[src/rtl/if_fetch_unit.sv]
// Instruction-fetch stage: owns the PC, fetches words over a req/ack handshake
// and presents a 2-entry buffer of {pc,inst} pairs to the IF/ID register.
module if_fetch_unit #(
  parameter logic [31:0] RESET_PC  = 32'h0000_0000,
  parameter int          BUF_DEPTH = 2
) (
  input  logic        clk,
  input  logic        rst,
  input  logic        stall_i,
  input  logic        branch_flag_i,
  input  logic [31:0] branch_target_i,
  output logic        imem_req_o,
  output logic [31:0] imem_addr_o,
  input  logic        imem_ack_i,
  input  logic [31:0] imem_rdata_i,
  output logic        if_valid_o,
  output logic [31:0] if_pc,
  output logic [31:0] if_inst
);

  localparam logic [1:0] FULL_CNT = 2'(BUF_DEPTH);

  typedef enum logic [1:0] {
    S_IDLE = 2'd0,
    S_BUSY = 2'd1,
    S_DROP = 2'd2
  } state_t;

  state_t      state_q, state_d;
  logic [31:0] fetch_pc_q, fetch_pc_d;
  logic        req_q, req_d;
  logic [31:0] addr_q, addr_d;
  logic        v0_q, v0_d, v1_q, v1_d;
  logic [31:0] pc0_q, pc0_d, pc1_q, pc1_d;
  logic [31:0] in0_q, in0_d, in1_q, in1_d;
  logic        ack_s, pop_s, push_s;
  logic        sv0_s, sv1_s;
  logic [31:0] spc0_s, spc1_s, sin0_s, sin1_s;
  logic [1:0]  count_d;

  // Next-state: buffer pop/push, fetch FSM, and branch flush/redirect.
  always_comb begin
    ack_s      = imem_ack_i & req_q;
    pop_s      = v0_q & ~stall_i;
    push_s     = ack_s & (state_q == S_BUSY);
    state_d    = state_q;
    fetch_pc_d = fetch_pc_q;
    sv0_s      = 1'b0;
    sv1_s      = 1'b0;
    spc0_s     = 32'd0;
    spc1_s     = 32'd0;
    sin0_s     = 32'd0;
    sin1_s     = 32'd0;
    v0_d       = 1'b0;
    v1_d       = 1'b0;
    pc0_d      = 32'd0;
    pc1_d      = 32'd0;
    in0_d      = 32'd0;
    in1_d      = 32'd0;
    count_d    = 2'd0;
    if (branch_flag_i) begin
      // Buffer stays cleared; an in-flight fetch must still complete before
      // the target can be requested.
      fetch_pc_d = {branch_target_i[31:2], 2'b00};
      state_d    = ((state_q != S_IDLE) && !ack_s) ? S_DROP : S_BUSY;
    end else begin
      // Entries are kept head-packed: pop shifts entry 1 down, push fills the
      // lowest free slot. Empty slots always hold zeros.
      sv0_s   = pop_s ? v1_q  : v0_q;
      spc0_s  = pop_s ? pc1_q : pc0_q;
      sin0_s  = pop_s ? in1_q : in0_q;
      sv1_s   = pop_s ? 1'b0  : v1_q;
      spc1_s  = pop_s ? 32'd0 : pc1_q;
      sin1_s  = pop_s ? 32'd0 : in1_q;
      v0_d    = sv0_s | push_s;
      pc0_d   = (push_s && !sv0_s) ? fetch_pc_q   : spc0_s;
      in0_d   = (push_s && !sv0_s) ? imem_rdata_i : sin0_s;
      v1_d    = sv1_s | (push_s & sv0_s);
      pc1_d   = (push_s && sv0_s) ? fetch_pc_q   : spc1_s;
      in1_d   = (push_s && sv0_s) ? imem_rdata_i : sin1_s;
      count_d = {1'b0, v0_d} + {1'b0, v1_d};
      case (state_q)
        S_IDLE: state_d = (count_d < FULL_CNT) ? S_BUSY : S_IDLE;
        S_BUSY: begin
          if (ack_s) begin
            fetch_pc_d = fetch_pc_q + 32'd4;
            state_d    = (count_d < FULL_CNT) ? S_BUSY : S_IDLE;
          end else begin
            state_d    = S_BUSY;
          end
        end
        S_DROP:  state_d = ack_s ? S_BUSY : S_DROP;
        default: state_d = S_IDLE;
      endcase
    end
    req_d  = (state_d != S_IDLE);
    addr_d = (state_d == S_DROP) ? addr_q : fetch_pc_d;
  end

  // State, request and buffer registers with synchronous reset.
  always_ff @(posedge clk) begin
    if (rst) begin
      state_q    <= S_IDLE;
      fetch_pc_q <= RESET_PC;
      req_q      <= 1'b0;
      addr_q     <= 32'd0;
      v0_q       <= 1'b0;
      v1_q       <= 1'b0;
      pc0_q      <= 32'd0;
      pc1_q      <= 32'd0;
      in0_q      <= 32'd0;
      in1_q      <= 32'd0;
    end else begin
      state_q    <= state_d;
      fetch_pc_q <= fetch_pc_d;
      req_q      <= req_d;
      addr_q     <= addr_d;
      v0_q       <= v0_d;
      v1_q       <= v1_d;
      pc0_q      <= pc0_d;
      pc1_q      <= pc1_d;
      in0_q      <= in0_d;
      in1_q      <= in1_d;
    end
  end

  assign imem_req_o  = req_q;
  assign imem_addr_o = addr_q;
  assign if_valid_o  = v0_q;
  assign if_pc       = pc0_q;
  assign if_inst     = in0_q;

endmodule

[config.mk]
export PLATFORM = sky130hd
export DESIGN_NAME = if_fetch_unit
export DESIGN_NICKNAME = d
export VERILOG_FILES = /design/src/rtl/if_fetch_unit.sv
export SDC_FILE = /design/constraint.sdc
export NUM_CORES = 1
export LEC_CHECK = 0
export ABC_CLOCK_PERIOD_IN_PS = 3700
export CAP_MARGIN = 20
export CORE_UTILIZATION = 52
export CTS_CLUSTER_DIAMETER = 200
export DETAILED_ROUTE_END_ITERATION = 8
export GPL_ROUTABILITY_DRIVEN = 0
export PLACE_DENSITY = 0.8
export SLEW_MARGIN = 20
export SYNTH_ARGS = -nofsm -noshare
export SYNTH_HDL_FRONTEND = slang
export SYNTH_SLANG_ARGS = --single-unit
[constraint.sdc]
create_clock -name clk -period 3.7 [get_ports clk]
set_input_delay 1.11 -clock clk [delete_from_list [all_inputs] [get_ports clk]]
set_output_delay 1.11 -clock clk [all_outputs]
set_load 0.1 [all_outputs]
==> results of run 1 <==
-- layout by cell type (no fill, tap or decap), drive strengths merged, types with 3 or more instances in the layout --
cell type	count
dfxtp	197
buf	125
nor2	108
nand2	96
a21oi	88
nand3	85
a211oi	72
mux2i	68
clkdlybuf4s50	66
nor3	28
clkbuf	23
inv	15
nand4	13
o21ai	12
nor4	12
xnor2	11
o22a	9
o41ai	8
a31o	6
xor2	5
and3	5
or4	5
nand4b	4
or2	4
nor2b	4
a31oi	4
bufinv	4
and2	3
a21o	3
clkinv	3
-- cell type report --
type | instances | area (um^2) | share of cell area (%)
multi-input cells | 680 | 4070 | 38.0
flip-flops and latches | 197 | 3940 | 36.9
repair buffers | 191 | 1720 | 16.1
clock buffers | 23 | 488 | 4.56
clock inverters | 8 | 146 | 1.37
inverters | 15 | 56.3 | 0.526
well taps | 216 | 270 | 2.53
-- worst max-delay path by stage --
| stage | from | endpoint | slack, ns |
|---|---|---|---|
| after floorplan | imem_ack_i | fetch_pc_q[31] | 0.69 |
| after global placement | imem_ack_i | fetch_pc_q[31] | 0.27 |
| after CTS | imem_ack_i | fetch_pc_q[31] | 0.69 |
| after detailed placement | imem_ack_i | fetch_pc_q[31] | 0.24 |
| final | imem_ack_i | fetch_pc_q[31] | 0.67 |
| after global routing | imem_ack_i | imem_addr_o[30] | 0.61 |
-- state kept, by name, summed over array words and instances, names as in the netlist --
signal       cells
fetch_pc_q      32
if_inst         32
if_pc           32
if_valid_o       1
imem_addr_o     32
imem_req_o       1
in1_q           32
pc1_q           32
state_q          2
v1_q             1
-- kinds of logic (layout without fill, tap and decap cells) --
kind of cell               Yosys count  in the layout  synth area share [%]
adders and majority gates            1              1                 0.149
buffers and inverters              108            237                  4.92
xor gates and xnor gates            16             16                  1.67
DFF                                197            197                  47.0
muxes                               70             70                  8.38
AOI/OAI and AO/OA                  218            218                  16.9
and+or+nand+nor                    375            375                  21.0
-- critical path, cell delays in order --
cell and delay, ns:
clkdlybuf4s50_1 0.56, nand4_4 0.13, or4_4 0.59, or3_4 0.36, or3_1 0.35, a311oi_1 0.25
-- power by group through the flow --
stage                     sequential, mW  clock (mW)  combinational [mW]
final                               2.28        1.98               0.802
after CTS                           2.27        2.01               0.803
after global placement              2.32           0               0.793
after global routing                2.28        2.10               0.842
after floorplan                     2.65           0               0.232
after detailed placement            2.32           0               0.799
-- per-layer routing --
metal / vias up / global-route usage (%)
met3: 20 / 5.57
met1: 3456 / 34.4
li1: 3744 / -
met5: - / 0
met4: 0 / 7.68
met2: 269 / 39.4
-- stage by stage --
step	total power [mW]	area [um^2]	setup WS (ns)	utilization, %	std cells
3_3_place_gp	3.11	10100	0.270	63.6	1299
2_1_floorplan	2.88	8390	0.691	-	985
4_1_cts	5.08	10700	0.694	67.6	1330
3_5_place_dp	3.12	10100	0.241	63.6	1299
6_report	5.06	10700	0.673	67.6	1330
5_1_grt	5.22	10700	0.607	67.6	1330
==> flow_summary.ini, run 1 <==
[floorplanning]
rows = 46
core_um2 = 15800
pin_count = 167
die_w_um = 129
start_util_pct = 53.0
die_h_um = 129
die_area_um2 = 16700

[clocking]
clk_path_buf_depth = 2
cts_setup_buffers = 0
cts_hold_buf = 0
cts_tree = built
numClockSinks = 197
cts_made_buffers = 17
clk_latency_ns = 0.43
cts_root_buffer = clkbuf_16
clk_pin_slew_ns = 0.07
htreeDepth = 4
cts.repair.resized = 0

[power]
p_leak_nw = 4.38
clkPwrFrac_pct = 39.1
share_comb_of_total_power_pct = 15.9
powerDensity_nw_per_um2 = 473
peakVddDrop_mv = 0.341
seqPwrFrac_pct = 45.0
switching_share_pct = 28.3
p_switching_mw = 1.43
intPower_mw = 3.63

[synth]
synthArstFlopShare_pct = 0
synth_area_leaders = dfxtp_1, mux2i_1, a211oi_1
synth-seq-cells = 197
synth.distinct_cells = 55
post-synth-top-count-cell = dfxtp_1
synth_top_area_share_pct = 47.0
synthCells = 985
synth_warnings = 0
yosys_most_used_dff = dfxtp_1
synth_edf_count = 0
synth_commonest_cells = dfxtp_1, nor2_1, nand2_1
synth_area_um2 = 8390
syn_area_per_cell_um2 = 8.52
yosysTopAreaCell = dfxtp_1
synth_seq_area_share_pct = 47.0
synth_fp_nets = 1055

[sta]
hold_ws_ns = 0.464
slew_violations = 0
worst_pin_slew_ns = 0.663
tns_ns = 0
final_hold_viol_count = 0
rsz0062_at_grt = false
fin_skew_ns = 0.00689
setup_viol = 0
period_needed_ns = 3.03
relSlewSlack_pct = 55.7
post-route-period-util_pct = 81.8
fmax_mhz = 330

[critical_path]
rr_startpoint = fetch_pc_q[2]
r2r_setup_slack_ns = 1.28
arrival_ns = 3.37
critPathMaxFanout = 5
cp.required_ns = 4.04
criticalPathCategory = input pin to flop
crit_path_end_kind = flop
worstReg2RegEnd = imem_addr_o[30]
crit_path_start_kind = input pin
reg2regPathDepth = 6

[detailed_routing]
ant_nets = 0
wl_um = 21000
dr.pass1.iters = 7
viasPerCell = 5.63
first_iter_violations = 513
vias = 7489
dr_wl_met3_um = 1410
wl_per_cell_um = 15.8
route.detailed.drc = 0
wl_met2_um = 9470
drt-met1-wl_um = 9920
highest_layer = met4

[run]
cap_violations = 0

[min_path]
worst_hold_path_type = flop to flop
hold_depth = 2
min_to = imem_addr_o[5]
hold_start = imem_addr_o[5]

[finish]
drive_above_1_share_pct = 16.1
diodes = 0
final_nets = 1172
syn2layout_area_growth_pct = 27.4
fillers = 1295

[global_routing]
grt_pass1_vias = 6620
antenna_found_initial = 0
overflow = 0
grt_max_degree = 68
grt_usage_pct = 25.0
grt_pass1_wl_um = 33100

[outcome]
status = finished clean

[placement]
port_buffers = 164
place_hpwl_um = 13600
Power figures use the tool's default switching activity.
==> run 2: changes to the inputs <==
--- a/config.mk
+++ b/config.mk
@@ -5,13 +5,13 @@
 export SDC_FILE = /design/constraint.sdc
 export NUM_CORES = 1
 export LEC_CHECK = 0
-export ABC_CLOCK_PERIOD_IN_PS = 3700
+export ABC_CLOCK_PERIOD_IN_PS = 2500
 export CAP_MARGIN = 20
-export CORE_UTILIZATION = 52
+export CORE_UTILIZATION = 47
 export CTS_CLUSTER_DIAMETER = 200
 export DETAILED_ROUTE_END_ITERATION = 8
 export GPL_ROUTABILITY_DRIVEN = 0
-export PLACE_DENSITY = 0.8
+export PLACE_DENSITY = 0.77
 export SLEW_MARGIN = 20
 export SYNTH_ARGS = -nofsm -noshare
 export SYNTH_HDL_FRONTEND = slang
==> constraint.sdc (replaced) <==
create_clock -name clk -period 2.5 [get_ports clk]
set_input_delay 0.75 -clock clk [delete_from_list [all_inputs] [get_ports clk]]
set_output_delay 0.75 -clock clk [all_outputs]
set_load 0.1 [all_outputs]
==> run 2 against run 1 <==
Effect of this change:
- routed wire length grew 3.8%
- total power up 50%
- critical path depth did not move
- largest power group unchanged
- global-route usage is 1.3 points lower
- sequential power rose by 47%
- non-clock buffer count up 39
- sequential cell count unchanged
- hold slack got worse by 0.0020 ns
- via count grew 3.7%
- die area rose by 10%
- final area is 3.5% higher
==> flow_summary.ini, run 2 (same netlist as run 1, synthesis figures left out) <==
[outcome]
status = finished clean

[placement]
place_area_um2 = 10400
dp.cells = 1347
place_hpwl_um = 14900
port_buffers = 164

[critical_path]
r2r_setup_slack_ns = 0.24
worst_path_largest_cell_delay_ns = 0.46
worstReg2RegEnd = fetch_pc_q[31]
worst-path-buf-inv = 2
criticalPathCategory = input pin to flop
crit_path_end_kind = flop
cp-startpoint = branch_flag_i
crit_path_start_kind = input pin
cp.required_ns = 2.82
critPathSlowestCell = clkdlybuf4s50_1
arrival_ns = 2.61
crit_chain = clkdlybuf4s50_1 -> mux2_2 -> and2_1 -> buf_4 -> or4_1 -> o311ai_0
crit_family = simple AND/OR/NAND/NOR gates
rr_startpoint = fetch_pc_q[16]
reg2regPathDepth = 5
critPathMaxFanout = 5

[floorplanning]
die_area_um2 = 18400
die_w_um = 136
core_um2 = 17400
rows = 48
die_h_um = 136
start_util_pct = 48.4
pin_count = 167

[power]
peakVddDrop_mv = 0.533
powerDensity_nw_per_um2 = 687
p_leak_nw = 4.60
p_total_mw = 7.60

[sta]
slew_violations = 0
setup_viol = 0
final_hold_viol_count = 0
period_needed_ns = 2.29
fmax_mhz = 437
hold_ws_ns = 0.462
relSlewSlack_pct = 74.2
fin_skew_ns = 0.00763
tns_ns = 0
post-route-period-util_pct = 91.5
worst_pin_slew_ns = 0.388
rsz0062_at_grt = false

[finish]
finalNonFillerCells = 1380
layout_common_cells = dfxtp_1, buf_4, nor2_1
drive_above_1_share_pct = 19.2
syn2layout_area_growth_pct = 31.8
fillers = 1454
final_nets = 1211
design_area_um2 = 11100
final_common_cell = dfxtp_1

[min_path]
hold_start = pc1_q[16]
worst_hold_path_type = flop to flop
min_to = pc1_q[16]
hold_depth = 2

[global_routing]
grt_pass1_wl_um = 34700
grt_pass1_vias = 6874
grt_max_degree = 68
antenna_found_initial = 1
grt_usage_pct = 23.8
overflow = 0

[clocking]
cts_hold_buf = 0
numClockSinks = 197
cts_tree = built
htreeDepth = 4
clk_latency_ns = 0.42
cts_root_buffer = clkbuf_16
cts_made_buffers = 17
clk_pin_slew_ns = 0.07
clk_path_buf_depth = 2

[detailed_routing]
vias = 7763
route.detailed.drc = 0
wl_per_cell_um = 15.8
first_iter_violations = 369
dr.pass1.iters = 5
ant_nets = 0
viasPerCell = 5.63
wl_um = 21800

[run]
cap_violations = 0
run 2: cell type report:
type	instances	area (um^2)	share of cell area, %
multi-input combinational	680	4070	36.8
clock buffer	21	482	4.35
tap	225	282	2.54
clock inverter	11	171	1.55
timing repair buffer	230	2060	18.6
sequential	197	3950	35.7
inverter	15	56.3	0.509
antenna	1	2.50	0.0226
run 2: tightest hold or removal path: cells and delay by family, from the launching register on:
family | cells | cell delay [ns]
AO/OA/AOI/OAI | 1 | 0.06
AND/OR/NAND/NOR | 1 | 0.06
flip-flops | 1 | 0.31
run 2: per-stage QoR:
step | util [%] | setup WS [ns]
2_1_floorplan | - | 0.0104
3_3_place_gp | 60.0 | -0.379
3_5_place_dp | 60.0 | -0.420
4_1_cts | 63.7 | 0.0332
5_1_grt | 63.8 | 0.0819
6_report | 63.8 | 0.212
run 2: worst max-delay path by stage:
| stage | slack, ns | to | cells after the start |
|---|---|---|---|
| 6_report | 0.21 | imem_addr_o[31] | 6 |
| 5_1_grt | 0.08 | imem_addr_o[31] | 6 |
| 4_1_cts | 0.03 | fetch_pc_q[31] | 6 |
| 3_5_place_dp | -0.42 | fetch_pc_q[31] | 6 |
| 3_3_place_gp | -0.38 | fetch_pc_q[31] | 6 |
| 2_1_floorplan | 0.01 | fetch_pc_q[31] | 6 |
run 2: what timing repair did:
action | CTS | global route
resized for setup | 0 | 1
setup endpoints to repair | 0 | 1
setup buffers | 0 | 0
run 2: power by group:
group	switching [mW]	total (mW)	internal [mW]
logic	0.877	1.26	0.386
registers	0.111	3.36	3.25
clock network	1.19	2.98	1.79
run 2: per-layer routing:
| layer | GRT usage [%] | wire [um] | share of wire (%) |
|---|---|---|---|
| met2 | 37.3 | 9800 | 45 |
| met3 | 4.12 | 1560 | 7.2 |
| met1 | 32.8 | 10100 | 46 |
| met4 | 7.99 | 377 | 1.7 |
| met5 | 0 | 0 | 0 |
